<file path="src/rtl/pulse_stretcher_pkg.sv">
// Shared constants for the pulse stretcher: counter sizing helper and the
// per-channel one-shot state encodings.
package pulse_stretcher_pkg;

  // One-shot channel states, kept as plain constants for legacy tools
  localparam logic [0:0] STATE_IDLE   = 1'b0;
  localparam logic [0:0] STATE_ACTIVE = 1'b1;

  // Ceiling log2, shared with the debouncer and counter blocks
  function automatic int clog2(input int value);
    int result;
    result = 0;
    while ((1 << result) < value) begin
      result = result + 1;
    end
    return result;
  endfunction

  // Counter width for a given stretch length; never narrower than one bit
  function automatic int cnt_width(input int stretch_cycles);
    int w;
    w = clog2(stretch_cycles);
    return (w < 1) ? 1 : w;
  endfunction

endpackage

</file>
<file path="src/rtl/pulse_stretcher_channel.sv">
// Single-bit one-shot: a one-cycle trigger yields an output level that is
// high for exactly stretch_cycles clocks.
// Build option: define PULSE_STRETCHER_RETRIGGER_EN to make a trigger seen
// while active reload the counter (retriggerable); otherwise triggers during
// the active window are ignored.
module pulse_stretcher_channel
  import pulse_stretcher_pkg::*;
#(
  parameter int stretch_cycles = 4
) (
  input  logic clk,
  input  logic rst,
  input  logic trig,
  output logic out,
  output logic next_out
);

  localparam int cnt_w = cnt_width(stretch_cycles);
  localparam logic [cnt_w-1:0] RELOAD = cnt_w'(stretch_cycles - 1);

  logic [0:0]       r_state;
  logic [cnt_w-1:0] r_cnt;
  logic [0:0]       w_stateNext;
  logic [cnt_w-1:0] w_cntNext;

  // Next-state: load on trigger, count down while active, drop after cnt hits 0
  always_comb begin
    w_stateNext = r_state;
    w_cntNext   = r_cnt;
    case (r_state)
      STATE_IDLE: begin
        if (trig) begin
          w_stateNext = STATE_ACTIVE;
          w_cntNext   = RELOAD;
        end
      end
      default: begin
`ifdef PULSE_STRETCHER_RETRIGGER_EN
        if (trig) begin
          w_cntNext = RELOAD;
        end else if (r_cnt != '0) begin
          w_cntNext = r_cnt - cnt_w'(1);
        end else begin
          w_stateNext = STATE_IDLE;
        end
`else
        if (r_cnt != '0) begin
          w_cntNext = r_cnt - cnt_w'(1);
        end else begin
          w_stateNext = STATE_IDLE;
        end
`endif
      end
    endcase
  end

  // State and counter registers; reset discards any pending count and trigger
  always_ff @(posedge clk) begin
    if (rst) begin
      r_state <= STATE_IDLE;
      r_cnt   <= '0;
    end else begin
      r_state <= w_stateNext;
      r_cnt   <= w_cntNext;
    end
  end

  assign out      = (r_state == STATE_ACTIVE);
  assign next_out = ~rst & (w_stateNext == STATE_ACTIVE);

endmodule

</file>
<file path="src/rtl/pulse_stretcher.sv">
// Vector of independent pulse stretchers plus a registered "any channel
// active" flag.
// Build option: PULSE_STRETCHER_RETRIGGER_EN selects retriggerable channels.
module pulse_stretcher
  import pulse_stretcher_pkg::*;
#(
  parameter int width          = 1,
  parameter int stretch_cycles = 4
) (
  input  logic             clk,
  input  logic             rst,
  input  logic [width-1:0] pulse_in,
  output logic [width-1:0] stretched_out,
  output logic             any_active
);

  logic [width-1:0] w_nextActive;
  logic             r_anyActive;

  for (genvar i = 0; i < width; i++) begin : g_channel
    pulse_stretcher_channel #(
      .stretch_cycles(stretch_cycles)
    ) u_channel (
      .clk     (clk),
      .rst     (rst),
      .trig    (pulse_in[i]),
      .out     (stretched_out[i]),
      .next_out(w_nextActive[i])
    );
  end

  // Register the OR of next-state flags so it lines up with stretched_out
  always_ff @(posedge clk) begin
    if (rst) begin
      r_anyActive <= 1'b0;
    end else begin
      r_anyActive <= |w_nextActive;
    end
  end

  assign any_active = r_anyActive;

endmodule
</file>
<file path="config.mk">
export PLATFORM = sky130hd
export DESIGN_NAME = pulse_stretcher
export DESIGN_NICKNAME = d
export VERILOG_FILES = /design/src/rtl/pulse_stretcher_pkg.sv /design/src/rtl/pulse_stretcher_channel.sv /design/src/rtl/pulse_stretcher.sv
export SDC_FILE = /design/constraint.sdc
export NUM_CORES = 1
export LEC_CHECK = 0
export ABC_AREA = 1
export BUFFER_PORTS_ARGS = -buffer_cell sky130_fd_sc_hd__buf_2
export CAP_MARGIN = 20
export CORE_AREA = 2 2 39 41
export DETAILED_ROUTE_END_ITERATION = 10
export DIE_AREA = 0 0 41 43
export HOLD_SLACK_MARGIN = 0.05
export SLEW_MARGIN = 20
export SYNTH_ARGS = -nofsm -noshare
export SYNTH_HDL_FRONTEND = slang
export SYNTH_SLANG_ARGS = --single-unit
</file>
<file path="constraint.sdc">
create_clock -name clk -period 1.25 [get_ports clk]
set_clock_uncertainty 0.15 [all_clocks]
set_input_delay 0.0625 -clock clk [delete_from_list [all_inputs] [get_ports clk]]
set_output_delay 0.0625 -clock clk [all_outputs]
set_load 0.02 [all_outputs]
</file>
==> results.py <==
metrics = {
    "route": {
        "vias": 160,
        "final_antenna_net_count": 0,
        "wl_per_cell_um": 5.958,
        "drtPass1Iterations": 2,
        "drc": 0,
        "avgViaCountPerCell": 3.333,
        "drt_iter0_markers": 1,
        "routed_wl_um": 286,
    },
    "clocking": {
        "clkTransAtPathRegs_ps": 40,
        "htreeDepth": 1,
        "cts_tree": "done",
        "cts_inserted_buffers": 3,
        "clock-sinks": 4,
        "cts_buffer_depth": 2,
        "root_buffer": "clkbuf_4",
        "clk_latency_ps": 230,
    },
    "floorplan": {
        "die_w_um": 41,
        "fp-row-count": 14,
        "die-height_um": 43,
        "start_util_pct": 12.12,
        "core-area_um2": 1384,
        "io_pins": 5,
        "dieArea_um2": 1763,
    },
    "worst_setup_path": {
        "crit_type": "flop to flop",
        "critical_path_arrival_ps": 1150,
        "start_kind": "flop",
        "critPathMaxFanout": 3,
        "cp.required_ps": 1260,
        "end_kind": "flop",
    },
    "cells_and_area": {
        "fin_nets": 38,
        "diodes": 0,
        "drive_gt1_share_pct": 28.13,
        "finalInstanceArea_um2": 251.5,
        "syn2layout_area_growth_pct": 50.00,
    },
    "job": {
        "cap_violations": 0,
    },
    "logic_synthesis": {
        "ys_seq_elements": 4,
        "yosys-top-cells-count": "inv_1 (5), dfxtp_1 (4), nand2_1 (4), nor2_1 (4)",
        "yosysWarningCount": 0,
        "synth_edf_count": 0,
        "ys_top_cells_by_area": "dfxtp_1 (48%), inv_1 (11%), nand2_1 (9.0%), nor2_1 (9.0%), ha_1 (7.5%)",
        "synth-async-reset-ratio_pct": 0,
        "ys_types": 8,
        "synth_top_area_cell": "dfxtp_1",
        "ys_seq_area_share_pct": 47.76,
        "synthesis.nets": 27,
        "synth_ff_type": "dfxtp_1",
        "syn_area_um2": 167.7,
        "synthCells": 23,
        "synth_most_common_cell": "inv_1",
        "synth_area_per_cell_um2": 7.290,
        "yosys.area.top_type_share_pct": 47.76,
    },
    "pwr": {
        "p_sw_share_pct": 24.83,
        "combPwrFrac_pct": 15.9,
        "powerDensity_nw_per_um2": 1451,
        "pwr-share-clk_pct": 42.7,
        "irDropWorstVdd_mv": 0.4012,
        "seqPwrFrac_pct": 41.3,
        "leakagePower_nw": 0.1285,
        "switchingPower_w": 0.00009058,
        "internal_power_w": 0.0002743,
    },
    "sta": {
        "setup_viol": 0,
        "slew_headroom_pct": 89.52,
        "worstMarginPinSlew_ps": 156.9,
        "slew_viol_final": 0,
        "min_period_over_period_pct": 91.05,
        "fin_crit_ps": 1138,
        "grt_setup_unrepaired": "false",
        "fmax_ghz": 0.8787,
        "finalHoldViolations": 0,
        "whs_ps": 321.6,
        "finalSetupTns_ps": 0,
    },
    "run_status": {
        "outcome": "finished clean",
    },
    "place": {
        "globalplace.congestion": 0.6814,
        "dp_hpwl_um": 223.8,
        "placed_area_um2": 207.7,
        "port_buffers": 4,
    },
    "grt": {
        "grt_antenna_before_repair": 0,
        "grt.total_usage_pct": 4.618,
        "grt_overflow": 0,
        "grt_start_max_net_pins": 6,
        "grt_pass1_wl_um": 489,
        "grt_pass1_vias": 164,
    },
    "hold_path": {
        "min_path_type": "flop to flop",
    },
}
[final timing paths]
path,from,end,slack [ps],cells past startpoint
min,g_channel[0].u_channel.r_cnt[0],g_channel[0].u_channel.r_cnt[0],320,2
max,g_channel[0].u_channel.r_cnt[0],g_channel[0].u_channel.r_cnt[1],110,7
max reg2reg,g_channel[0].u_channel.r_cnt[0],g_channel[0].u_channel.r_cnt[1],110,7
min reg2reg,g_channel[0].u_channel.r_cnt[0],g_channel[0].u_channel.r_cnt[0],320,2
[worst max-delay path: stages (launching register included)]
cell and delay (ps):
dfxtp_2 330, inv_1 40, ha_1 180, inv_1 90, nand2_1 80, nand2_1 90, nor2_1 40, nor2_1 70
[layout make-up]
class                   count  area [um2]
multi-input cells          14       68.82
fillers                   158        1132
flip-flops and latches      4       81.33
clock buffers               3       22.52
well taps                  16       20.02
inverters                   5       18.77
repair buffers              6       40.04
[state kept, by name (all words and copies together), names as in the netlist]
name and count:
g_channel.u_channel.r_cnt 2, any_active 1, g_channel.u_channel.out 1
[power by group through the flow]
stage          Combinational [W]  Clock (W)  Sequential [W]
4_1_cts                0.0000586   0.000168        0.000150
3_5_place_dp           0.0000537          0        0.000152
3_3_place_gp           0.0000534          0        0.000152
6_report               0.0000581   0.000156        0.000151
2_1_floorplan          0.0000325          0        0.000158
5_1_grt                0.0000682   0.000170        0.000153
[layer usage]
| layer | GRT usage, % | share of wire (%) |
|---|---|---|
| met1 | 3.537 | 45 |
| met2 | 5.938 | 45 |
| met3 | 2.094 | 9.8 |
| met4 | 8.000 | 0 |
| met5 | 0 | 0 |
[what timing repair did]
item / in CTS / in global routing
endpoints found under the setup margin: 0 / 2
hold buffers: 2 / 0
setup buffers: 0 / 0
resized for setup: 0 / 1
endpoints found under the hold margin: 4 / 0
[cell usage in the layout (no fill, tap or decap), drive strengths merged]
cell	Yosys	layout
a21oi	2	2
buf	0	4
clkbuf	0	3
dfxtp	4	4
dlygate4sd3	0	2
ha	1	1
inv	5	5
nand2	5	5
nand3	2	2
nor2	4	4
[cells by family (layout without fill, tap and decap cells)]
logic type	Yosys count	count (layout)	synth area share, %
DFF	4	4	47.76
and+or+nand+nor	11	11	27.61
adders and majority gates	1	1	7.461
buffers and inverters	5	14	11.20
AOI/OAI and AO/OA	2	2	5.970
[metrics by stage]
step                      cells  power [W]  util, %  setup slack, ps
after floorplan              23  0.0001901        -            164.2
final                        48  0.0003649    18.17            111.9
after global placement       43  0.0002054    15.01            103.2
after CTS                    48  0.0003770    18.08            81.95
after global routing         48  0.0003917    18.17            8.762
after detailed placement     43  0.0002062    15.01            94.96
No activity file was read; power rests on OpenSTA's default activity.
